==> config.mk <==
export PLATFORM = sky130hd
export DESIGN_NAME = fetch_stage
export DESIGN_NICKNAME = d
export VERILOG_FILES = /design/src/rtl/mips_defs.sv /design/src/rtl/if_id_reg.sv /design/src/rtl/fetch_stage.sv
export SDC_FILE = /design/constraint.sdc
export NUM_CORES = 1
export LEC_CHECK = 0
export CELL_PAD_IN_SITES_DETAIL_PLACEMENT = 1
export CELL_PAD_IN_SITES_GLOBAL_PLACEMENT = 2
export CORE_MARGIN = 5
export CORE_UTILIZATION = 25
export DETAILED_ROUTE_END_ITERATION = 10
export GPL_TIMING_DRIVEN = 0
export PLACE_DENSITY = 0.73
export SLEW_MARGIN = 30
export SYNTH_ARGS = -nofsm -noshare
export SYNTH_HDL_FRONTEND = slang
export SYNTH_SLANG_ARGS = --single-unit
==> constraint.sdc <==
create_clock -name clk -period 2.11 [get_ports clk]
set_clock_uncertainty 0.1 [all_clocks]
set_input_delay 0.211 -clock clk [delete_from_list [all_inputs] [get_ports clk]]
set_output_delay 0.211 -clock clk [all_outputs]
set_load 0.01 [all_outputs]
==> src/rtl/mips_defs.sv <==
// Shared definitions for the MIPS pipeline: memory map, bubble encoding and fetch FSM states.
package mips_defs;

    localparam logic [31:0] RESET_PC   = 32'h0000_3000;
    localparam logic [31:0] IMEM_BASE  = 32'h0000_3000;
    localparam logic [31:0] IMEM_LIMIT = 32'h0000_6FFC;
    localparam logic [31:0] NOP_INSTR  = 32'h0000_0000;

    typedef enum logic {
        REQ  = 1'b0,
        HOLD = 1'b1
    } fetch_state_t;

endpackage

==> src/rtl/if_id_reg.sv <==
// IF/ID pipeline register with bubble/load/hold control; also derives the link address pc+8.
module if_id_reg
    import mips_defs::*;
(
    input  logic        clk,
    input  logic        reset,
    input  logic        load,
    input  logic        bubble,
    input  logic [31:0] pc_in,
    input  logic [31:0] instr_in,
    input  logic        adel_in,
    output logic [31:0] instr_D,
    output logic [31:0] pc_D,
    output logic [31:0] pc8_D,
    output logic        valid_D,
    output logic        adel_D
);

    // Bubble wins over load; with neither asserted the entry holds.
    always_ff @(posedge clk or negedge reset) begin
        if (!reset) begin
            instr_D <= NOP_INSTR;
            pc_D    <= 32'h0;
            valid_D <= 1'b0;
            adel_D  <= 1'b0;
        end else if (bubble) begin
            instr_D <= NOP_INSTR;
            valid_D <= 1'b0;
            adel_D  <= 1'b0;
        end else if (load) begin
            instr_D <= instr_in;
            pc_D    <= pc_in;
            valid_D <= 1'b1;
            adel_D  <= adel_in;
        end
    end

    assign pc8_D = pc_D + 32'd8;

endmodule

==> src/rtl/fetch_stage.sv <==
// Instruction fetch: owns pc_F, talks to a variable-latency imem, buffers a word across stalls.
module fetch_stage
    import mips_defs::*;
#(
    parameter logic [31:0] RESET_PC   = mips_defs::RESET_PC,
    parameter logic [31:0] IMEM_BASE  = mips_defs::IMEM_BASE,
    parameter logic [31:0] IMEM_LIMIT = mips_defs::IMEM_LIMIT
)
(
    input  logic        clk,
    input  logic        reset,
    input  logic [31:0] npc,
    input  logic        stall,
    input  logic        flush,
    output logic        imem_req,
    output logic [31:0] imem_addr,
    input  logic [31:0] imem_rdata,
    input  logic        imem_ready,
    output logic [31:0] pc_F,
    output logic        fetch_busy,
    output logic [31:0] instr_D,
    output logic [31:0] pc_D,
    output logic [31:0] pc8_D,
    output logic        valid_D,
    output logic        adel_D
);

    fetch_state_t state, next_state;
    logic [31:0]  next_pc;
    logic [31:0]  ibuf_instr;
    logic         ibuf_adel;
    logic         ibuf_wr;
    logic         ibuf_clr;
    logic         bad;
    logic         done;
    logic [31:0]  word;
    logic         ld_load;
    logic         ld_bubble;
    logic [31:0]  ld_instr;
    logic         ld_adel;

    // Misaligned or out-of-window addresses (including wrapped ones) never reach memory.
    assign bad  = (pc_F[1:0] != 2'b00) || (pc_F < IMEM_BASE) || (pc_F > IMEM_LIMIT);
    assign word = bad ? NOP_INSTR : imem_rdata;
    assign done = (state == REQ) && (imem_ready || bad);

    assign imem_addr  = pc_F;
    assign imem_req   = (state == REQ) && !bad;
    assign fetch_busy = (state == REQ) && !bad && !imem_ready;

    // State, fetch PC and the stall buffer.
    always_ff @(posedge clk or negedge reset) begin
        if (!reset) begin
            state      <= REQ;
            pc_F       <= RESET_PC;
            ibuf_instr <= NOP_INSTR;
            ibuf_adel  <= 1'b0;
        end else begin
            state <= next_state;
            pc_F  <= next_pc;
            if (ibuf_clr) begin
                ibuf_instr <= NOP_INSTR;
                ibuf_adel  <= 1'b0;
            end else if (ibuf_wr) begin
                ibuf_instr <= word;
                ibuf_adel  <= bad;
            end
        end
    end

    // Next-state and IF/ID control; priority is flush, then stall, then normal flow.
    always_comb begin
        next_state = state;
        next_pc    = pc_F;
        ibuf_wr    = 1'b0;
        ibuf_clr   = 1'b0;
        ld_load    = 1'b0;
        ld_bubble  = 1'b0;
        ld_instr   = word;
        ld_adel    = bad;
        if (flush) begin
            ld_bubble  = 1'b1;
            ibuf_clr   = 1'b1;
            next_pc    = npc;
            next_state = REQ;
        end else if (state == REQ) begin
            if (done && !stall) begin
                ld_load = 1'b1;
                next_pc = npc;
            end else if (done && stall) begin
                ibuf_wr    = 1'b1;
                next_state = HOLD;
            end else if (!stall) begin
                ld_bubble = 1'b1;
            end
        end else begin
            if (!stall) begin
                ld_load    = 1'b1;
                ld_instr   = ibuf_instr;
                ld_adel    = ibuf_adel;
                next_pc    = npc;
                next_state = REQ;
            end
        end
    end

    if_id_reg u_if_id (
        .clk      (clk),
        .reset    (reset),
        .load     (ld_load),
        .bubble   (ld_bubble),
        .pc_in    (pc_F),
        .instr_in (ld_instr),
        .adel_in  (ld_adel),
        .instr_D  (instr_D),
        .pc_D     (pc_D),
        .pc8_D    (pc8_D),
        .valid_D  (valid_D),
        .adel_D   (adel_D)
    );

endmodule

==> impl_metrics.py <==
metrics = {
    "logic_synthesis": {
        "postSynthRegisterBits": 132,
        "ys_types": 43,
        "synth_top_cell_area_share": 0.526,
        "synth_edf_count": 0,
        "postSynthNetCount": 606,
        "synth.yosys.warnings": 0,
        "synth_adder_area_share": 0.00202,
        "synthFlopType": "sky130_fd_sc_hd__dfrtp_1",
        "synthTopCellsByArea": "sky130_fd_sc_hd__dfrtp_1 53%, sky130_fd_sc_hd__mux2_2 7.5%, sky130_fd_sc_hd__buf_4 4.4%, sky130_fd_sc_hd__a22o_1 4.2%, sky130_fd_sc_hd__mux2_1 4.2%",
        "synth.yosys.seq_area_share": 0.534,
        "synth_common_cells": "130 x sky130_fd_sc_hd__dfrtp_1, 44 x sky130_fd_sc_hd__nand2_1, 41 x sky130_fd_sc_hd__mux2_2",
        "synth.cell_area_um2": 6190,
        "yosys.area_share.xor_xnor": 0.0382,
        "synth_simple_gate_area_share": 0.106,
        "synth_mux_area_frac": 0.116,
        "syn_avg_cell_area_um2": 11.5,
        "post_synth_inst_count": 536,
        "netlist.top_cell.by_area": "sky130_fd_sc_hd__dfrtp_1",
        "yosys.cell_count.top_type": "sky130_fd_sc_hd__dfrtp_1",
        "synth_top_family_by_area": "compound AO/OA/AOI/OAI gates",
        "share_of_synthesized_registers_carrying_an_async_set_or_reset": 1.00,
        "area_fraction_in_compound_gates_after_synthesis": 0.125,
    },
    "finish": {
        "diodes_inserted": 0,
        "layout-drive-gt1-share": 0.412,
        "layoutNonFillerInstCount": 1212,
        "layout-area-overhead-vs-synth_pct": 86.0,
        "final_util": 0.473,
        "fillers": 2511,
        "final_nets": 946,
    },
    "detailed_routing": {
        "detail_route.wirelength_um": 25300,
        "drtPass1Iterations": 4,
        "ant_nets": 0,
        "vias_per_cell": 4.66,
        "drt-initial-drc-count": 215,
        "drcViolationCount": 0,
        "post_detailed_route_wirelength_per_cell_um": 20.8,
        "routed_vias": 5643,
    },
    "grt": {
        "grt_pass1_vias": 6241,
        "number_of_antenna_violations_at_the_first_check_in_global_routing": 1,
        "wire_length_of_the_first_global_routing_pass_um": 38200,
        "grt_max_degree": 71,
        "global_route.usage.total": 0.172,
        "overflow": 0,
    },
    "sta": {
        "grt_setup_unrepaired": "yes",
        "finalSetupViolations": 148,
        "ratio_of_final_minimum_period_to_clock_period": 1.15,
        "relSlewSlack": 0.589,
        "report.final.hold_viol_count": 0,
        "max_clock_freq_mhz": 412,
        "finalWorstSetupSlack_ns": -0.319,
        "timing.final.max_slew_violations": 0,
        "timing_worst_slew_pin_value_ns": 0.617,
        "layout_min_cycle_time_ns": 2.43,
    },
    "worst_setup_path": {
        "worst-endpoint-required_ns": 2.31,
        "crit_type": "flop to flop",
        "endpoint_kind": "flop",
        "regToRegStartpoint": "imem_addr[19]",
        "worst_setup_path_startpoint": "imem_addr[19]",
        "crit_path_max_fanout": 8,
        "cp_data_arrival_time_ns": 2.63,
        "setup.worst_path.start_class": "flop",
    },
    "pwr": {
        "total_leakage_power_nw": 5.07,
        "ir_drop_mv": 0.418,
        "power-per-cell-area_nw_per_um2": 722,
    },
    "clocking": {
        "cts-buffers-inserted": 17,
        "clkLatencyLatePin_ns": 0.42,
        "tritoncts_clock_tree": "done",
        "clk_pin_slew_ns": 0.06,
        "h-tree-depth": 4,
        "cts_num_sinks": 132,
        "clock_root_buffer": "sky130_fd_sc_hd__clkbuf_16",
        "number_of_buffers_on_the_longest_clock_path": 2,
    },
    "die": {
        "dieArea_um2": 28000,
        "fp.dieW_um": 167,
        "boundaryPins": 233,
        "floorplan.die.height_um": 167,
        "floorplan.rows": 57,
        "start_util": 0.254,
        "placeableCoreArea_um2": 24300,
    },
    "hold_path": {
        "worst_hold_path_type": "input port to async pin",
    },
    "placement": {
        "hpwl_um": 16800,
        "gpl.final_weighted_congestion": 0.752,
        "pre_cts_ws_ns": -0.802,
        "place.detailed.instances": 1093,
        "port_buffers": 232,
    },
    "outcome": {
        "status": "finished with violations",
        "failed_checks": "negative setup slack",
    },
    "run": {
        "maxcap_viol_count": 0,
    },
}
-- state kept, by name, indices dropped and copies added (netlist names) --
register / count
ibuf_instr: 32
imem_addr: 32
u_if_id.adel_D: 1
u_if_id.pc_D: 32
state: 1
ibuf_adel: 1
u_if_id.valid_D: 1
u_if_id.instr_D: 32
-- path summary, 6_finish.rpt --
path / end / slack (ns) / cells past startpoint
hold / removal: u_if_id.instr_D[6] / 0.22 / 2
setup reg to reg: u_if_id.pc_D[0] / -0.32 / 7
min in group clk: imem_addr[4] / 0.30 / 2
max in group asynchronous: imem_addr[1] / 0.93 / 3
setup / recovery: u_if_id.pc_D[0] / -0.32 / 7
hold reg to reg: u_if_id.instr_D[15] / 0.39 / 2
-- worst max-delay path: stages (launching register included) --
cell                      delay, ns
sky130_fd_sc_hd__dfrtp_1       0.39
sky130_fd_sc_hd__or4_4         0.54
sky130_fd_sc_hd__nor2_4        0.21
sky130_fd_sc_hd__and4_4        0.28
sky130_fd_sc_hd__or2b_4        0.17
sky130_fd_sc_hd__buf_12        0.15
sky130_fd_sc_hd__buf_12        0.16
sky130_fd_sc_hd__mux2_4        0.31
-- routing by layer --
| layer | GRT usage | vias up | part of all wire |
|---|---|---|---|
| met1 | 0.217 | 2902 | 0.43 |
| met4 | 0.0406 | 2 | 0.010 |
| met3 | 0.0413 | 19 | 0.048 |
| li1 | - | 2566 | - |
| met5 | 0 | - | 0.00028 |
| met2 | 0.299 | 154 | 0.51 |
-- through the flow --
stage	total power, mW	TNS [ns]	hold slack, ns	area (µm²)
2_1_floorplan	3.59	-7.44	-0.185	6210
3_3_place_gp	4.65	-687.43	0.366	8940
3_5_place_dp	4.70	-89.47	0.111	8980
4_1_cts	8.29	-33.02	0.241	10900
5_1_grt	8.65	-44.97	0.264	11500
6_report	8.31	-34.66	0.224	11500
-- area by class of cell --
type,instances,area (µm²),area share
Multi-Input combinational cell,333,3250,0.282
Sequential cell,132,3320,0.289
Timing Repair Buffer,326,3320,0.288
Clock buffer,18,439,0.0382
Inverter,5,18.8,0.00163
Clock inverter,13,196,0.0171
Tap cell,324,405,0.0352
Buffer,61,563,0.0489
-- timing repair --
item | in CTS | in global routing
gates resized for setup | 283 | 104
endpoints found under the setup margin | 161 | 151
pin swaps | 36 | 57
setup buffers | 66 | 19
hold buffers | 1 | 0
endpoints found under the hold margin | 67 | 0
gates cloned | 8 | 3
-- power by group --
part | switching [mW] | internal [mW]
combinational | 0.860 | 1.26
sequential | 0.206 | 2.71
clock | 1.24 | 2.03
total | 2.31 | 6.00
-- cells by family after synthesis --
group                    count (synthesis)
flip-flops                             132
AO/OA/AOI/OAI                          107
multiplexers                            64
AND/OR/NAND/NOR                        134
adder cells (fa/ha/maj)                  1
XOR/XNOR                                27
buffers and inverters                   71
-- cell usage in the layout, fill, tap and decap left out, types with 4 or more instances in the layout --
cell | synthesis | final
sky130_fd_sc_hd__clkdlybuf4s50_1 | 0 | 202
sky130_fd_sc_hd__dfrtp_1 | 130 | 117
sky130_fd_sc_hd__buf_4 | 36 | 84
sky130_fd_sc_hd__mux2_4 | 0 | 64
sky130_fd_sc_hd__nand2_1 | 44 | 38
sky130_fd_sc_hd__nor2_1 | 36 | 31
sky130_fd_sc_hd__a22o_1 | 30 | 30
sky130_fd_sc_hd__buf_6 | 9 | 27
sky130_fd_sc_hd__o31ai_4 | 0 | 20
sky130_fd_sc_hd__clkbuf_16 | 0 | 20
sky130_fd_sc_hd__buf_2 | 10 | 20
sky130_fd_sc_hd__xnor2_1 | 22 | 19
sky130_fd_sc_hd__a21oi_1 | 27 | 17
sky130_fd_sc_hd__buf_8 | 0 | 13
sky130_fd_sc_hd__buf_12 | 0 | 13
sky130_fd_sc_hd__dfrtp_2 | 0 | 13
sky130_fd_sc_hd__nand4_1 | 9 | 9
sky130_fd_sc_hd__clkbuf_1 | 11 | 9
sky130_fd_sc_hd__a21oi_2 | 0 | 9
sky130_fd_sc_hd__nand3_1 | 11 | 7
sky130_fd_sc_hd__o31ai_2 | 0 | 7
sky130_fd_sc_hd__buf_16 | 0 | 7
sky130_fd_sc_hd__nor2_4 | 1 | 6
sky130_fd_sc_hd__xor2_1 | 5 | 5
sky130_fd_sc_hd__and2_1 | 7 | 5
sky130_fd_sc_hd__a31oi_1 | 5 | 5
sky130_fd_sc_hd__o21ai_2 | 0 | 5
sky130_fd_sc_hd__and3_4 | 0 | 4
sky130_fd_sc_hd__nand2_2 | 0 | 4
sky130_fd_sc_hd__inv_1 | 5 | 4
sky130_fd_sc_hd__nor2b_1 | 4 | 4
sky130_fd_sc_hd__clkbuf_2 | 0 | 4
sky130_fd_sc_hd__inv_6 | 0 | 4
sky130_fd_sc_hd__bufinv_16 | 0 | 4
Note: power is estimated with default switching activity, not from simulation.
